===== config.mk =====
export PLATFORM = sky130hd
export DESIGN_NAME = div_ctrl
export DESIGN_NICKNAME = d
export VERILOG_FILES = /design/src/rtl/div_ctrl.sv
export SDC_FILE = /design/constraint.sdc
export NUM_CORES = 1
export LEC_CHECK = 0
export CAP_MARGIN = 20
export CORE_MARGIN = 5
export CORE_UTILIZATION = 53
export CTS_CLUSTER_SIZE = 16
export DETAILED_ROUTE_END_ITERATION = 10
export PLACE_DENSITY_LB_ADDON = 0.12
export SYNTH_ARGS = -nofsm -noshare
export SYNTH_HDL_FRONTEND = slang
export SYNTH_SLANG_ARGS = --single-unit

===== constraint.sdc =====
create_clock -name clk -period 4.25 [get_ports clk]
set_input_delay 0.425 -clock clk [delete_from_list [all_inputs] [get_ports clk]]
set_output_delay 0.425 -clock clk [all_outputs]
set_load 0.05 [all_outputs]

===== src/rtl/div_ctrl.sv =====
// Multi-cycle radix-2 restoring divide sequencer (DIV/DIVU) for the execute stage.
// Optional macro DIV_ZERO_FAST_EN: a divide-by-zero accept goes straight to DONE.
module div_ctrl #(
    parameter int WIDTH = 32,
    parameter int CNT_W = 6
) (
    input  logic             clk,
    input  logic             resetn,
    input  logic             startE,
    input  logic             signedE,
    input  logic [WIDTH-1:0] srcaE,
    input  logic [WIDTH-1:0] srcbE,
    input  logic             annulE,
    output logic             stall_divE,
    output logic             div_busy,
    output logic             div_valid,
    output logic [WIDTH-1:0] div_hi,
    output logic [WIDTH-1:0] div_lo
);
    typedef enum logic [1:0] {IDLE, BUSY, DONE} state_t;

    localparam logic [WIDTH:0]   ONE_X = 1;
    localparam logic [WIDTH-1:0] ONE_W = 1;

    state_t           state_q, state_d;
    logic [CNT_W-1:0] cnt_q, cnt_d;
    logic [WIDTH:0]   rem_q, rem_d, dvsr_q, dvsr_d;
    logic [WIDTH-1:0] quo_q, quo_d, dvnd_q, dvnd_d;
    logic [WIDTH-1:0] hi_q, hi_d, lo_q, lo_d;
    logic             negq_q, negq_d, negr_q, negr_d, dz_q, dz_d;

    logic [WIDTH:0]   a_ext, b_ext, a_mag, b_mag, shifted, step_rem;
    logic [WIDTH+1:0] diff;
    logic [WIDTH-1:0] step_quo, fin_q, fin_r;
    logic             last_step, stall_c, valid_c;
    logic             unused_bits;

    // Operand magnitudes carry one extra bit so that |0x80000000| is representable.
    assign a_ext = {signedE & srcaE[WIDTH-1], srcaE};
    assign b_ext = {signedE & srcbE[WIDTH-1], srcbE};
    assign a_mag = a_ext[WIDTH] ? (~a_ext + ONE_X) : a_ext;
    assign b_mag = b_ext[WIDTH] ? (~b_ext + ONE_X) : b_ext;

    assign shifted  = {rem_q[WIDTH-1:0], quo_q[WIDTH-1]};
    assign diff     = {1'b0, shifted} - {1'b0, dvsr_q};
    assign step_rem = diff[WIDTH+1] ? shifted : diff[WIDTH:0];
    assign step_quo = {quo_q[WIDTH-2:0], ~diff[WIDTH+1]};
    assign last_step = (cnt_q == CNT_W'(WIDTH - 1));

    // Divide-by-zero overrides the sign fix: all-ones quotient, raw dividend remainder.
    always_comb begin
        fin_q = negq_q ? (~step_quo + ONE_W) : step_quo;
        fin_r = negr_q ? (~step_rem[WIDTH-1:0] + ONE_W) : step_rem[WIDTH-1:0];
        if (dz_q) begin
            fin_q = '1;
            fin_r = dvnd_q;
        end
    end

    assign unused_bits = a_mag[WIDTH] ^ rem_q[WIDTH];

    always_comb begin
        state_d = state_q;
        cnt_d   = cnt_q;
        rem_d   = rem_q;
        quo_d   = quo_q;
        dvsr_d  = dvsr_q;
        dvnd_d  = dvnd_q;
        negq_d  = negq_q;
        negr_d  = negr_q;
        dz_d    = dz_q;
        hi_d    = hi_q;
        lo_d    = lo_q;
        stall_c = 1'b0;
        valid_c = 1'b0;
        case (state_q)
            IDLE: begin
                if (startE && !annulE) begin
                    stall_c = 1'b1;
                    dvnd_d  = srcaE;
                    quo_d   = a_mag[WIDTH-1:0];
                    dvsr_d  = b_mag;
                    rem_d   = '0;
                    cnt_d   = '0;
                    negq_d  = signedE & (srcaE[WIDTH-1] ^ srcbE[WIDTH-1]);
                    negr_d  = signedE & srcaE[WIDTH-1];
                    dz_d    = (srcbE == '0);
                    state_d = BUSY;
`ifdef DIV_ZERO_FAST_EN
                    if (srcbE == '0) begin
                        hi_d    = srcaE;
                        lo_d    = '1;
                        state_d = DONE;
                    end
`endif
                end
            end
            BUSY: begin
                stall_c = 1'b1;
                rem_d   = step_rem;
                quo_d   = step_quo;
                cnt_d   = cnt_q + CNT_W'(1);
                if (last_step) begin
                    hi_d    = fin_r;
                    lo_d    = fin_q;
                    state_d = DONE;
                end
            end
            DONE: begin
                valid_c = 1'b1;
                state_d = IDLE;
            end
            default: state_d = IDLE;
        endcase
        // Annul wins over everything and leaves the last delivered result in place.
        if (annulE) begin
            stall_c = 1'b0;
            valid_c = 1'b0;
            hi_d    = hi_q;
            lo_d    = lo_q;
            state_d = IDLE;
        end
    end

    always_ff @(posedge clk) begin
        if (!resetn) begin
            state_q <= IDLE;
            cnt_q   <= '0;
            rem_q   <= '0;
            quo_q   <= '0;
            dvsr_q  <= '0;
            dvnd_q  <= '0;
            negq_q  <= 1'b0;
            negr_q  <= 1'b0;
            dz_q    <= 1'b0;
            hi_q    <= '0;
            lo_q    <= '0;
        end else begin
            state_q <= state_d;
            cnt_q   <= cnt_d;
            rem_q   <= rem_d;
            quo_q   <= quo_d;
            dvsr_q  <= dvsr_d;
            dvnd_q  <= dvnd_d;
            negq_q  <= negq_d;
            negr_q  <= negr_d;
            dz_q    <= dz_d;
            hi_q    <= hi_d;
            lo_q    <= lo_d;
        end
    end

    assign stall_divE = stall_c & resetn;
    assign div_valid  = valid_c & resetn;
    assign div_busy   = (state_q != IDLE);
    assign div_hi     = hi_q;
    assign div_lo     = lo_q;
endmodule

==> results of run 1 <==
[worst min path at each step]
stage | start | to | slack [ns]
after floorplan | dvsr_q[32]$_SDFFE_PN0P_ | dvsr_q[32]$_SDFFE_PN0P_ | 0.43
after global placement | dvnd_q[20]$_SDFFE_PN0P_ | dvnd_q[20]$_SDFFE_PN0P_ | 0.44
after detailed placement | dvsr_q[32]$_SDFFE_PN0P_ | dvsr_q[32]$_SDFFE_PN0P_ | 0.44
after CTS | dvnd_q[20]$_SDFFE_PN0P_ | dvnd_q[20]$_SDFFE_PN0P_ | 0.45
after global routing | dvnd_q[15]$_SDFFE_PN0P_ | dvnd_q[15]$_SDFFE_PN0P_ | 0.46
final | dvsr_q[32]$_SDFFE_PN0P_ | dvsr_q[32]$_SDFFE_PN0P_ | 0.45
[repair_timing]
| action | in CTS | in global routing |
|---|---|---|
| pin swaps | 1 | 13 |
| setup buffers | 0 | 7 |
| endpoints found under the hold margin | 0 | 0 |
| resized for setup | 2 | 49 |
| endpoints found under the setup margin | 7 | 25 |
[layer usage]
metal  wire length [um]  vias to the layer above  track usage, %
met5                  0                        -               0
met4               1253                        0           7.269
li1                   -                     6742               -
met3               4842                       92           5.885
met2              20660                      666           48.34
met1              21890                     6813           48.79
[registers in the layout, indices dropped and copies added, names as in the netlist]
| name | count |
|---|---|
| cnt_q | 6 |
| negr_q | 1 |
| negq_q | 1 |
| state_q | 2 |
| rem_q | 32 |
| dz_q | 1 |
| dvnd_q | 32 |
| div_lo | 32 |
| dvsr_q | 33 |
| div_hi | 32 |
| quo_q | 32 |
[metrics by stage]
step	TNS (ns)	power (mW)	hold slack [ns]	utilization (%)	worst slack (ns)
floorplan	0	2.691	0.4279	-	0.006330
global placement	0	3.087	0.4408	61.40	0.1171
detailed placement	-0.2754	3.091	0.4449	61.40	-0.08844
CTS	0	5.078	0.4530	64.43	0.02661
global route	-0.1207	5.324	0.4638	65.71	-0.04718
finish	0	5.145	0.4502	65.71	0.08760
[layout make-up]
class,count,area [um2]
clock buffer,33,675.6
clock inverter,7,66.31
fill,2298,8586
inverter,57,216.5
multi-input combinational,1389,8855
sequential,204,4085
tap,330,412.9
timing repair buffer,238,2140
[cell families after synthesis]
logic type | after synthesis | synth area share [%]
AOI/OAI and AO/OA | 582 | 28.79
xor gates and xnor gates | 112 | 7.342
adders and majority gates | 39 | 3.708
buffers and inverters | 187 | 5.656
DFF | 204 | 30.56
muxes | 23 | 1.760
and+or+nand+nor | 633 | 22.18
[power by group through the flow]
stage	Combinational, mW	Sequential [mW]	Clock, mW
6_report	1.11	2.03	2.01
5_1_grt	1.19	2.03	2.10
4_1_cts	1.03	2.03	2.02
3_5_place_dp	1.02	2.07	0
3_3_place_gp	1.02	2.07	0
2_1_floorplan	0.649	2.04	0
[worst register-to-register path, stage by stage (launching register included)]
cell and delay [ns]:
dfxtp_1 0.33, inv_1 0.05, ha_1 0.38, nand4_1 0.21, nor3_4 0.19, a21boi_4 0.25, o311ai_4 0.12, nand2_4 0.15
buf_6 0.14, nand2_1 0.09, o21ai_4 0.09, ha_4 0.17, inv_1 0.10, nor4_4 0.18, nand4b_1 0.25, o41ai_4 0.46
o21ai_2 0.17, a2111oi_2 0.41, mux2i_1 0.22, and3b_1 0.16
[cells in the mapped netlist, types with 4 or more instances]
cell type and count:
xnor2_1 47, o21a_1 9, nand3b_1 6, nand2b_1 13
a211oi_1 32, ha_1 38, o31ai_1 20, a221oi_1 4
o21ai_0 103, or2_2 9, or3_1 21, o22ai_1 9
o211ai_1 20, inv_1 56, nor4_1 27, and3_1 19
mux2i_1 19, nand4_1 16, a31oi_1 44, o21ai_1 10
a22oi_1 34, a311oi_1 14, clkbuf_1 98, mux2_2 4
a21boi_0 6, nand2_1 233, or4_1 8, nor2_1 164
and2_1 9, o31a_1 5, o211a_1 11, xor2_1 65
nor3_1 40, nand3_1 35, o2111ai_1 5, buf_2 19
a21o_1 11, dfxtp_1 204, nor2b_1 7, a21oi_1 178
buf_1 8, o41ai_1 11
[cells in the final DEF (no fill, tap or decap), types with 14 or more instances in the layout]
cell type        instances
buf_4                  102
nor3_1                  37
dfxtp_1                203
inv_1                   55
nand3_1                 35
a311oi_1                14
or3_1                   21
clkdlybuf4s50_1        133
a31oi_1                 44
nor4_1                  26
nor2_1                 160
o31ai_1                 19
ha_1                    27
o21ai_0                 98
xor2_1                  65
a21oi_1                172
clkbuf_16               25
a22oi_1                 34
xnor2_1                 47
nand4_1                 16
o211ai_1                20
and3_1                  19
mux2i_1                 19
a211oi_1                32
nand2_1                233
==> reports/metrics.cfg, run 1 <==
[critical_path]
critPathCapture=div_hi[26]$_SDFFE_PN0P_
cp-startpoint=dvsr_q[15]$_SDFFE_PN0P_
path_delay_family=compound AO/OA/AOI/OAI gates
worstPathMaxFanout=7
reg2reg_to=div_hi[26]$_SDFFE_PN0P_
crit_type=flop to flop
cp-end-kind=flop
reg2reg_depth=19
rrSetupSlack_ns=0.09
crit_cells=19
timing.rr.start=dvsr_q[15]$_SDFFE_PN0P_
path_cells=inv_1 -> ha_1 -> nand4_1 -> nor3_4 -> a21boi_4 -> o311ai_4 -> nand2_4 -> buf_6 -> nand2_1 -> o21ai_4 -> ha_4 -> inv_1 -> nor4_4 -> nand4b_1 -> o41ai_4 -> o21ai_2 -> a2111oi_2 -> mux2i_1 -> and3b_1
critPathBufInv=3
slowest_delay_ns=0.46
arrival_ns=4.62
cp-start-kind=flop
cpMostUsedCell=inv_1
worstPathRequired_ns=4.71
cp_slowest_cell=o41ai_4

[final_layout]
fin_nets=2023
finalInstanceArea_um2=16450
diodes=0
drive_gt1_share_pct=12.03
fin_cells=2258
areaGrowthSynthToFinish_pct=23.12

[clock_tree]
cts.sinks=204
numCtsBuffers=25
clk_pin_slew_worst_paths_ns=0.06
clkLatencyLatePin_ns=0.52
hold_buffers=0
clk_path_buf_depth=3
cts_tree=built
cts-root-buf=clkbuf_16
htreeDepth=1

[logic_synthesis]
yosysSeqAreaShare_pct=30.56
yosysTopAreaCell=dfxtp_1
synthCells=1780
syn-num-nets=1888
synth_edf_count=0
ys_seq_elements=204
synth_area_leaders=dfxtp_1 (31%), a21oi_1 (6.7%), nand2_1 (6.5%)
synth_top_area_share_pct=30.56
synthArstFlopShare_pct=0
synth_cell_type_count=97
synth.cell_area_um2=13360
synth_flop_cell=dfxtp_1
syn_area_per_cell_um2=7.506
yosysWarnings=0

[route]
via_count=14310
wl_per_cell_um=21.54
final_antenna_net_count=0
vias_per_cell=6.339
drt_iter0_markers=1802
wl_mm=48.64
drc=0
dr.pass1.iters=8

[grt]
grt_pass1_vias=12870
grt_usage_pct=32.45
grt_overflow=0
grt_max_degree=91
grt_pass1_wl_mm=73.78
antenna_found_initial=1

[job]
max-cap-violations=0

[power]
switching_power_mw=1.585
intPower_mw=3.560
p_leak_nw=6.296
combPwrFrac_pct=21.5
p_seq_share_pct=39.5
p_sw_share_pct=30.80
ir_worst_vdd_mv=0.3015
clkPwrFrac_pct=39.0
power_density_nw_per_um2=312.8

[sta]
finalCritPeriodShare_pct=97.94
slew_violations=0
setup_viol=0
finalHoldViolations=0
relSlewSlack_pct=27.99
period_minus_slack_ns=4.162
max_freq_mhz=240.2
worst_pin_slew_ns=1.079
skew_ns=0.01090

[worst_hold_path]
hold_path_class=flop to flop
min_path_cells=2

[place]
detailed_place.area_um2=15370
hpwl_mm=36.14
gp_congestion=1.000
dp.cells=2211
port_buffers=135

[die]
die-area_um2=28490
io_pins=136
row_count=58
dieHeight_um=168.8
start_util_pct=53.37
core-area_um2=25040
die_x_um=168.8

[outcome]
status=completed

No activity file was read; power rests on OpenSTA's default activity.
==> run 2: changes to the inputs <==
--- a/config.mk
+++ b/config.mk
@@ -11,6 +11,7 @@
 export CTS_CLUSTER_SIZE = 16
 export DETAILED_ROUTE_END_ITERATION = 10
 export PLACE_DENSITY_LB_ADDON = 0.12
+export RECOVER_POWER = 25
 export SYNTH_ARGS = -nofsm -noshare
 export SYNTH_HDL_FRONTEND = slang
 export SYNTH_SLANG_ARGS = --single-unit
==> reports/metrics.cfg, run 2 (synthesis gave the netlist of run 1 again) <==
[outcome]
status=complete, but fails checks
violations=capacitance limit, slew limit

[clock_tree]
clk_path_buf_depth=3  ; unchanged
cts-root-buf=clkbuf_16
cts.sinks=204  ; unchanged
numCtsBuffers=25  ; unchanged
clk_pin_slew_worst_paths_ns=0.06  ; about the same
cts_tree=built
htreeDepth=1  ; unchanged
clkLatencyLatePin_ns=0.52  ; about the same

[route]
dr.pass1.iters=6  ; -2
vias_per_cell=6.339  ; about the same
drt_iter0_markers=1699  ; -5.7%
final_antenna_net_count=0  ; unchanged
drc=0  ; unchanged
wl_mm=48.61  ; about the same
wl_per_cell_um=21.53  ; about the same
via_count=14310  ; +0.0070%

[grt]
grt_pass1_wl_mm=73.78  ; unchanged
antenna_found_initial=1  ; unchanged
grt_pass1_vias=12870  ; unchanged
grt_overflow=0  ; unchanged
grt_usage_pct=32.45  ; unchanged
grt_max_degree=91  ; unchanged

[final_layout]
mostFrequentLayoutCells=nand2_1 (233), dfxtp_1 (203), a21oi_1 (172)
regMostFlops=dvsr_q
largest_reg_flops=33  ; unchanged
fin_nets=2023  ; unchanged
areaGrowthSynthToFinish_pct=23.04  ; about the same
drive_gt1_share_pct=11.93  ; -0.10 points
final_core_util_pct=65.66  ; about the same
final_common_cell=nand2_1
finalInstanceArea_um2=16440  ; about the same
diodes=0  ; unchanged

[sta]
skew_ns=0.01143  ; +0.0005218 ns
max_freq_mhz=239.9  ; -0.16%
worst_pin_slew_ns=1.657  ; +0.5787 ns
fin_setup_tns_ns=0  ; unchanged
period_minus_slack_ns=4.169  ; +0.006767 ns
slew_violations=40  ; +40
finalHoldViolations=0  ; unchanged
setup_viol=0  ; unchanged
relSlewSlack_pct=-10.49  ; -38 points
finalCritPeriodShare_pct=98.10  ; +0.16 points

[die]
io_pins=136  ; unchanged
start_util_pct=53.37  ; unchanged
dieHeight_um=168.8  ; unchanged
die_x_um=168.8  ; unchanged
core-area_um2=25040  ; unchanged
row_count=58  ; unchanged
die-area_um2=28490  ; unchanged

[place]
detailed_place.area_um2=15370  ; unchanged
hpwl_mm=36.14  ; unchanged
port_buffers=135  ; unchanged
gp_congestion=1.000  ; unchanged

[critical_path]
arrival_ns=4.63  ; about the same
worstPathRequired_ns=4.71  ; about the same
reg2reg_depth=19  ; unchanged
cp-end-kind=flop
crit_type=flop to flop
worstPathMaxFanout=7  ; unchanged
cp-start-kind=flop
rrSetupSlack_ns=0.08  ; about the same

[worst_hold_path]
min_path_cells=2  ; unchanged
hold_path_class=flop to flop

[power]
finalPower_mw=5.143  ; about the same
ir_worst_vdd_mv=0.3018  ; +0.12%
power_density_nw_per_um2=312.8  ; about the same
p_leak_nw=6.509  ; +3.4%

[job]
max-cap-violations=2  ; +2

-- run 2: path summary, 6_finish.rpt --
kind | start | to
worst max-delay path | dvsr_q[15]$_SDFFE_PN0P_ | div_hi[26]$_SDFFE_PN0P_
worst min-delay path | dvsr_q[32]$_SDFFE_PN0P_ | dvsr_q[32]$_SDFFE_PN0P_
worst max register to register | dvsr_q[15]$_SDFFE_PN0P_ | div_hi[26]$_SDFFE_PN0P_
worst min register to register | dvsr_q[32]$_SDFFE_PN0P_ | dvsr_q[32]$_SDFFE_PN0P_
-- run 2: critical path: stages (launching register included) --
cell	delay, ns
dfxtp_1	0.34
inv_1	0.05
ha_1	0.38
nand4_1	0.21
nor3_4	0.19
a21boi_4	0.25
o311ai_4	0.12
nand2_4	0.14
buf_6	0.14
nand2_1	0.09
o21ai_4	0.09
ha_4	0.16
inv_1	0.10
nor4_4	0.18
nand4b_1	0.25
o41ai_4	0.46
o21ai_2	0.16
a2111oi_2	0.41
mux2i_1	0.22
and3b_1	0.16
-- run 2: through the flow --
step | hold WS [ns] | cells | setup slack [ns]
floorplan | 0.4279 | 1780 | 0.006330
global placement | 0.4408 | 2211 | 0.1171
detailed placement | 0.4449 | 2211 | -0.08844
CTS | 0.4530 | 2251 | 0.02661
global route | 0.4638 | 2258 | -0.04718
finish | 0.4505 | 2258 | 0.08084
-- run 2: what timing repair did --
item                       in CTS  in global routing
hold buffers                    0                  0
pin swaps                       1                 13
resized for setup               2                 49
setup endpoints to repair       7                 25
setup buffers                   0                  7
-- run 2: final cells by class --
class,instances,area (um2)
Fill cell,2301,8597
Multi-Input combinational cell,1389,8850
Clock inverter,7,66.31
Timing Repair Buffer,238,2133
Sequential cell,204,4085
Clock buffer,33,675.6
Inverter,57,216.5
Tap cell,330,412.9
-- run 2: report_power, final --
part	switching, mW	internal (mW)
registers	0.0615	1.97
logic	0.680	0.425
clock network	0.842	1.17
total	1.58	3.56
-- run 2: per-layer routing --
| metal | share of wire, % | routed length [um] | vias up | GRT usage [%] |
|---|---|---|---|---|
| li1 | - | - | 6747 | - |
| met1 | 44 | 21470 | 6765 | 48.79 |
| met2 | 43 | 20660 | 715 | 48.34 |
| met3 | 11 | 5218 | 87 | 5.885 |
| met4 | 2.6 | 1256 | 0 | 7.269 |
| met5 | 0 | 0 | - | 0 |
